===== src/rtl/hazard_unit_pkg.sv =====
// Shared definitions for the hazard unit: forward selects, PC index,
// wait-FSM state and the shadow-pipeline stage records.
package hazard_unit_pkg;

  localparam logic [1:0] FWD_RF = 2'b00;
  localparam logic [1:0] FWD_W  = 2'b01;
  localparam logic [1:0] FWD_M  = 2'b10;
  localparam logic [3:0] PC_IDX = 4'd15;

  typedef enum logic {RUN, MEMWAIT} wait_state_e;

  typedef struct packed {
    logic [3:0] ra1;
    logic [3:0] ra2;
    logic [3:0] wa3;
    logic       reg_write;
    logic       mem_to_reg;
    logic       mem_write;
    logic       pc_src;
  } e_shadow_t;

  typedef struct packed {
    logic [3:0] wa3;
    logic       reg_write;
    logic       mem_req;
    logic       pc_src;
  } m_shadow_t;

  typedef struct packed {
    logic [3:0] wa3;
    logic       reg_write;
    logic       pc_src;
  } w_shadow_t;

  // R15 is never forwarded: its E-stage value comes from the PC path.
  function automatic logic [1:0] fwd_sel(input logic wr_m, input logic [3:0] wa_m,
                                         input logic wr_w, input logic [3:0] wa_w,
                                         input logic [3:0] ra);
    if (ra == PC_IDX)          return FWD_RF;
    if (wr_m && (wa_m == ra))  return FWD_M;
    if (wr_w && (wa_w == ra))  return FWD_W;
    return FWD_RF;
  endfunction

endpackage


===== src/rtl/hazard_unit_mem_wait_fsm.sv =====
// Memory wait-state tracker: stalls while the M-stage access is pending and
// abandons it after MAX_WAIT stalled cycles, raising a sticky timeout.
module mem_wait_fsm
  import hazard_unit_pkg::*;
#(
  parameter int MAX_WAIT = 15,
  parameter int CNT_W    = 4
) (
  input  logic clk,
  input  logic reset,
  input  logic mem_req,
  input  logic mem_ready,
  output logic mem_stall,
  output logic mem_timeout
);

  localparam logic [CNT_W-1:0] CNT_MAX = CNT_W'(MAX_WAIT);

  wait_state_e      state;
  logic [CNT_W-1:0] cnt;
  logic             expired;

  // The expiry cycle itself releases the pipeline so the stalled access can leave M.
  assign expired   = (state == MEMWAIT) && (cnt == CNT_MAX);
  assign mem_stall = ((state == MEMWAIT) || mem_req) && !mem_ready && !expired;

  always_ff @(posedge clk or negedge reset) begin
    if (!reset) begin
      state       <= RUN;
      cnt         <= '0;
      mem_timeout <= 1'b0;
    end else begin
      case (state)
        RUN: begin
          if (mem_req && !mem_ready) begin
            state <= MEMWAIT;
            cnt   <= CNT_W'(1);
          end
        end
        MEMWAIT: begin
          if (mem_ready) begin
            state <= RUN;
            cnt   <= '0;
          end else if (expired) begin
            state       <= RUN;
            cnt         <= '0;
            mem_timeout <= 1'b1;
          end else begin
            cnt <= cnt + 1'b1;
          end
        end
        default: begin
          state <= RUN;
          cnt   <= '0;
        end
      endcase
    end
  end

endmodule


===== src/rtl/hazard_unit.sv =====
// Hazard unit: shadow E/M/W pipeline, forwarding, stall/flush generation and
// memory wait handling. HAZARD_PERF_CNT_EN adds StallCount/FlushCount.
module hazard_unit
  import hazard_unit_pkg::*;
#(
  parameter int MAX_WAIT = 15,
  parameter int CNT_W    = 4
) (
  input  logic       clk,
  input  logic       reset,
  input  logic [3:0] RA1D,
  input  logic [3:0] RA2D,
  input  logic [3:0] WA3D,
  input  logic       RegWriteD,
  input  logic       MemtoRegD,
  input  logic       MemWriteD,
  input  logic       PCSrcD,
  input  logic       CondExE,
  input  logic       BranchTakenE,
  input  logic       MemReady,
  output logic [1:0] ForwardAE,
  output logic [1:0] ForwardBE,
  output logic       StallF,
  output logic       StallD,
  output logic       FlushD,
  output logic       FlushE,
  output logic       StallE,
  output logic       FlushW,
  output logic       MemTimeout
`ifdef HAZARD_PERF_CNT_EN
  ,
  output logic [31:0] StallCount,
  output logic [31:0] FlushCount
`endif
);

  e_shadow_t e_q, e_next;
  m_shadow_t m_q;
  w_shadow_t w_q;
  logic      mem_stall, ldr_stall, pc_wr_pend;
  logic      stall_f, stall_d, flush_d, flush_e;

  mem_wait_fsm #(.MAX_WAIT(MAX_WAIT), .CNT_W(CNT_W)) u_wait (
    .clk         (clk),
    .reset       (reset),
    .mem_req     (m_q.mem_req),
    .mem_ready   (MemReady),
    .mem_stall   (mem_stall),
    .mem_timeout (MemTimeout)
  );

  assign ForwardAE = fwd_sel(m_q.reg_write, m_q.wa3, w_q.reg_write, w_q.wa3, e_q.ra1);
  assign ForwardBE = fwd_sel(m_q.reg_write, m_q.wa3, w_q.reg_write, w_q.wa3, e_q.ra2);

  assign ldr_stall  = e_q.mem_to_reg & e_q.reg_write & ((RA1D == e_q.wa3) | (RA2D == e_q.wa3));
  assign pc_wr_pend = PCSrcD | e_q.pc_src | m_q.pc_src;

  // A memory stall freezes everything, so no flush may squash held stages.
  assign stall_f = ldr_stall | pc_wr_pend | mem_stall;
  assign stall_d = ldr_stall | mem_stall;
  assign flush_d = !mem_stall & (pc_wr_pend | w_q.pc_src | BranchTakenE);
  assign flush_e = !mem_stall & (ldr_stall | BranchTakenE);

  // Decode-side inputs are live during reset; keep every output quiet then.
  assign StallF = reset & stall_f;
  assign StallD = reset & stall_d;
  assign FlushD = reset & flush_d;
  assign FlushE = reset & flush_e;
  assign StallE = reset & mem_stall;
  assign FlushW = reset & mem_stall;

  always_comb begin
    e_next = '{ra1: RA1D, ra2: RA2D, wa3: WA3D, reg_write: RegWriteD,
               mem_to_reg: MemtoRegD, mem_write: MemWriteD, pc_src: PCSrcD};
    if (flush_e) begin
      e_next.reg_write  = 1'b0;
      e_next.mem_to_reg = 1'b0;
      e_next.mem_write  = 1'b0;
      e_next.pc_src     = 1'b0;
    end
  end

  always_ff @(posedge clk or negedge reset) begin
    if (!reset) begin
      e_q <= '0;
      m_q <= '0;
      w_q <= '0;
    end else if (mem_stall) begin
      w_q.reg_write <= 1'b0;
      w_q.pc_src    <= 1'b0;
    end else begin
      e_q <= e_next;
      m_q <= '{wa3: e_q.wa3,
               reg_write: e_q.reg_write & CondExE,
               mem_req: (e_q.mem_to_reg | e_q.mem_write) & CondExE,
               pc_src: e_q.pc_src & CondExE};
      w_q <= '{wa3: m_q.wa3, reg_write: m_q.reg_write, pc_src: m_q.pc_src};
    end
  end

`ifdef HAZARD_PERF_CNT_EN
  always_ff @(posedge clk or negedge reset) begin
    if (!reset) begin
      StallCount <= '0;
      FlushCount <= '0;
    end else begin
      if (StallF && (StallCount != '1)) StallCount <= StallCount + 1'b1;
      if (FlushE && (FlushCount != '1)) FlushCount <= FlushCount + 1'b1;
    end
  end
`endif

endmodule


===== config.mk =====
export PLATFORM = sky130hd
export DESIGN_NAME = hazard_unit
export DESIGN_NICKNAME = d
export VERILOG_FILES = /design/src/rtl/hazard_unit_pkg.sv /design/src/rtl/hazard_unit_mem_wait_fsm.sv /design/src/rtl/hazard_unit.sv
export SDC_FILE = /design/constraint.sdc
export NUM_CORES = 1
export LEC_CHECK = 0
export CAP_MARGIN = 40
export CORE_AREA = 5 5 91 93
export CTS_CLUSTER_SIZE = 12
export DETAILED_ROUTE_END_ITERATION = 12
export DIE_AREA = 0 0 96 98
export PLACE_DENSITY = 0.5
export SKIP_CTS_REPAIR_TIMING = 1
export SLEW_MARGIN = 20
export SYNTH_ARGS = -nofsm -noshare
export SYNTH_HDL_FRONTEND = slang
export SYNTH_HIERARCHICAL = 1
export SYNTH_SLANG_ARGS = --single-unit

===== constraint.sdc =====
create_clock -name clk -period 6.1 [get_ports clk]
set_input_delay 1.83 -clock clk [delete_from_list [all_inputs] [get_ports clk]]
set_output_delay 1.83 -clock clk [all_outputs]
set_load 0.01 [all_outputs]

==> results.py <==
metrics = {
    "critical_path": {
        "path_cells": "clkdlybuf4s50_1, nand2b_2, nand2b_1, o21ai_4, nand2b_1, o21ba_2, clkdlybuf4s50_1",
        "critical_path_arrival_ns": 3.77,
        "cp.required_ns": 4.27,
        "critical_register_to_register_path_startpoint": "u_wait/cnt[0]",
        "reg2reg_to": "e_q[7]",
        "worst_r2r_path_depth": 6,
        "worstSetupPathType": "in2out",
        "cp-end-kind": "output pin",
        "worstPathBufferInverterCount": 2,
        "worst_setup_path_endpoint": "FlushE",
        "worst_setup_path_start_kind": "input pin",
        "worst-path-stages": 7,
        "slowest_delay_ns": 0.53,
        "crit_fanout": 5,
        "timing.critical_path.slowest_stage_cell": "sky130_fd_sc_hd__clkdlybuf4s50_1",
        "critPathLaunch": "MemReady",
        "path_delay_family": "buffers and inverters",
        "ff2ff_setup_slack_ns": 4.17,
    },
    "floorplanning": {
        "start_util": 0.2421,
        "die_area_um2": 9408,
        "core.rowCount": 32,
        "num_io_pins": 32,
        "placeableCoreArea_um2": 7447,
        "die_height_um": 98,
        "die_width_um": 96,
    },
    "placed_design": {
        "port_buffers": 31,
        "gpl.final_weighted_congestion": 0.6971,
        "placed_cell_area_um2": 2235,
        "hpwl_mm": 2.789,
    },
    "timing": {
        "number_of_failing_hold_endpoints_at_the_final_stage": 0,
        "post-route-period-util": 0.9184,
        "timing_worst_slew_pin_value_ns": 0.4147,
        "post_route_minimum_period_ns": 5.602,
        "finalSetupTns_ns": 0,
        "max_freq_mhz": 178.5,
        "report.final.setup_viol": 0,
        "finalMaxSlewViolations": 0,
        "skew_ns": 0.008253,
        "rsz0062_at_grt": "no",
        "max_slew_margin": 0.7235,
    },
    "drt": {
        "via_per_inst": 4.177,
        "drtIter0Drc": 28,
        "vias": 1228,
        "post-route-drc-count": 0,
        "postRouteAntennaNets": 0,
        "post_drt_wl_per_cell_um": 12.73,
        "drt-pass1-iter-count": 4,
        "wirelength_mm": 3.743,
    },
    "power": {
        "worst_ir_drop_vdd_mv": 0.1022,
        "clkPwrFrac": 0.247,
        "power_per_cell_area_nw_per_um2": 320.9,
        "power_mw": 0.7492,
        "internal_power_mw": 0.5124,
        "pwr-share-seq": 0.476,
        "power.share.switching": 0.3160,
        "power.switching_mw": 0.2368,
        "total_leakage_power_nw": 0.9285,
        "power.combinational.fraction": 0.277,
    },
    "cts": {
        "numClockSinks": 35,
        "clockBufferDepth": 2,
        "path_clk_slew_ns": 0.07,
        "cts_made_buffers": 5,
        "clock-root-buffer": "sky130_fd_sc_hd__clkbuf_8",
        "htreeDepth": 2,
        "worstSkewPairLatency_ns": 0.29,
        "tritoncts": "built",
    },
    "status": {
        "outcome": "finished, final reports clean",
    },
    "yosys": {
        "ys_seq_elements": 35,
        "async_reset_ff_frac": 1.000,
        "ys.warnings.count": 6,
        "synthesis.instances": 156,
        "netlist_area_pre_place_um2": 1803,
        "distinct_cell_type_count_after_synthesis": 32,
        "synth_ff_type": "sky130_fd_sc_hd__dfrtp_1",
        "mappedNetlistNets": 178,
        "synth-edff-count": 0,
        "synth.avg_cell_area_um2": 11.56,
        "yosysSeqAreaShare": 0.4858,
    },
    "final_layout": {
        "postLayoutCoreUtil": 0.3135,
        "drive_above_1_share": 0.2083,
        "syn_to_final_growth_pct": 29.49,
        "stdcell_area_um2": 2335,
        "total_number_of_nets_in_the_final_design": 213,
        "insertedDiodeCount": 0,
        "final.fill_count": 809,
    },
    "global_route": {
        "grt_max_degree": 37,
        "vias_in_the_first_global_route": 1292,
        "grt_antenna_before_repair": 0,
        "grt_remaining_overflow": 0,
        "first_pass_grt_wire_length_mm": 6.423,
        "grt_use_total": 0.08813,
    },
    "job": {
        "max-cap-violations": 0,
    },
    "worst_hold_path": {
        "timing.hold.worst.class": "reg2reg",
    },
}
worst min-delay path by stage:
stage,from,slack [ns],end,depth (start not counted)
2_1_floorplan,e_q[1],0.45,e_q[1],2
3_3_place_gp,u_wait/mem_timeout,0.46,u_wait/mem_timeout,1
3_5_place_dp,u_wait/mem_timeout,0.46,u_wait/mem_timeout,1
4_1_cts,u_wait/mem_timeout,0.48,u_wait/mem_timeout,1
5_1_grt,e_q[1],0.53,e_q[1],2
6_report,u_wait/mem_timeout,0.48,u_wait/mem_timeout,1
Yosys cell counts, drive strengths merged, types with 4 or more instances:
cell    number  area [um2]
inv          4       15.01
dfrtp       35       875.8
o41ai        4       65.06
nand2b       5       33.78
o21ai        8       40.04
xnor2       13       113.9
nor2b        4       32.53
mux2        20       225.2
nand2       12       45.04
nor3         6       30.03
nand3        8       45.04
buf          5       27.53
xor2        10       87.58
state kept, by name, summed over array words and instances (netlist names):
| register | flops |
|---|---|
| u_wait/state | 1 |
| m_q | 7 |
| w_q | 6 |
| u_wait/mem_timeout | 1 |
| u_wait/cnt | 4 |
| e_q | 16 |
layer usage:
| layer | part of all wire | routed length (um) | vias to the layer above | track usage |
|---|---|---|---|---|
| met3 | 0.044 | 166 | 3 | 0.03236 |
| li1 | - | - | 616 | - |
| met2 | 0.45 | 1683 | 26 | 0.1195 |
| met4 | 0.0091 | 34 | 0 | 0.03282 |
| met1 | 0.50 | 1859 | 583 | 0.1265 |
| met5 | 0 | 0 | - | 0 |
cells by family after synthesis:
kind of cell	share of synthesized area
AO/OA/AOI/OAI	0.1166
XOR/XNOR	0.1117
adder cells (fa/ha/maj)	0.006939
buffers and inverters	0.02359
flip-flops	0.4858
multiplexers	0.1249
AND/OR/NAND/NOR	0.1305
area by class of cell:
type	instances	area [um2]	share of cell area
Sequential cell	35	875.8	0.3751
Tap cell	102	127.6	0.05466
Multi-Input combinational cell	112	895.9	0.3837
Inverter	4	15.01	0.006431
Timing Repair Buffer	33	320.3	0.1372
Clock buffer	8	100.1	0.04287
stage by stage:
| stage | worst slack, ns | hold slack (ns) | std cells |
|---|---|---|---|
| floorplan | 1.176 | 0.4461 | 156 |
| global placement | 0.4718 | 0.4626 | 286 |
| detailed placement | 0.4658 | 0.4631 | 286 |
| CTS | 0.4617 | 0.4836 | 294 |
| global route | 0.3944 | 0.5290 | 294 |
| finish | 0.4980 | 0.4765 | 294 |
power groups by stage:
| stage | clock network (mW) | registers [mW] | logic, mW |
|---|---|---|---|
| after CTS | 0.193 | 0.358 | 0.212 |
| after global routing | 0.202 | 0.368 | 0.230 |
| after detailed placement | 0 | 0.363 | 0.212 |
| final | 0.185 | 0.356 | 0.208 |
| after global placement | 0 | 0.362 | 0.210 |
| after floorplan | 0 | 0.339 | 0.160 |
cells in the final DEF, fill, tap and decap left out, types with 3 or more instances in the layout:
| master | count |
|---|---|
| sky130_fd_sc_hd__nor2b_1 | 3 |
| sky130_fd_sc_hd__nor3_1 | 6 |
| sky130_fd_sc_hd__nand2_1 | 12 |
| sky130_fd_sc_hd__clkbuf_8 | 7 |
| sky130_fd_sc_hd__o21ai_0 | 7 |
| sky130_fd_sc_hd__inv_1 | 4 |
| sky130_fd_sc_hd__clkdlybuf4s50_1 | 30 |
| sky130_fd_sc_hd__nor2_1 | 3 |
| sky130_fd_sc_hd__mux2_2 | 20 |
| sky130_fd_sc_hd__nand2b_1 | 4 |
| sky130_fd_sc_hd__xor2_1 | 10 |
| sky130_fd_sc_hd__xnor2_1 | 13 |
| sky130_fd_sc_hd__o41ai_2 | 4 |
| sky130_fd_sc_hd__nand3_1 | 7 |
| sky130_fd_sc_hd__dfrtp_1 | 35 |
(Power assumes the default switching activity.)
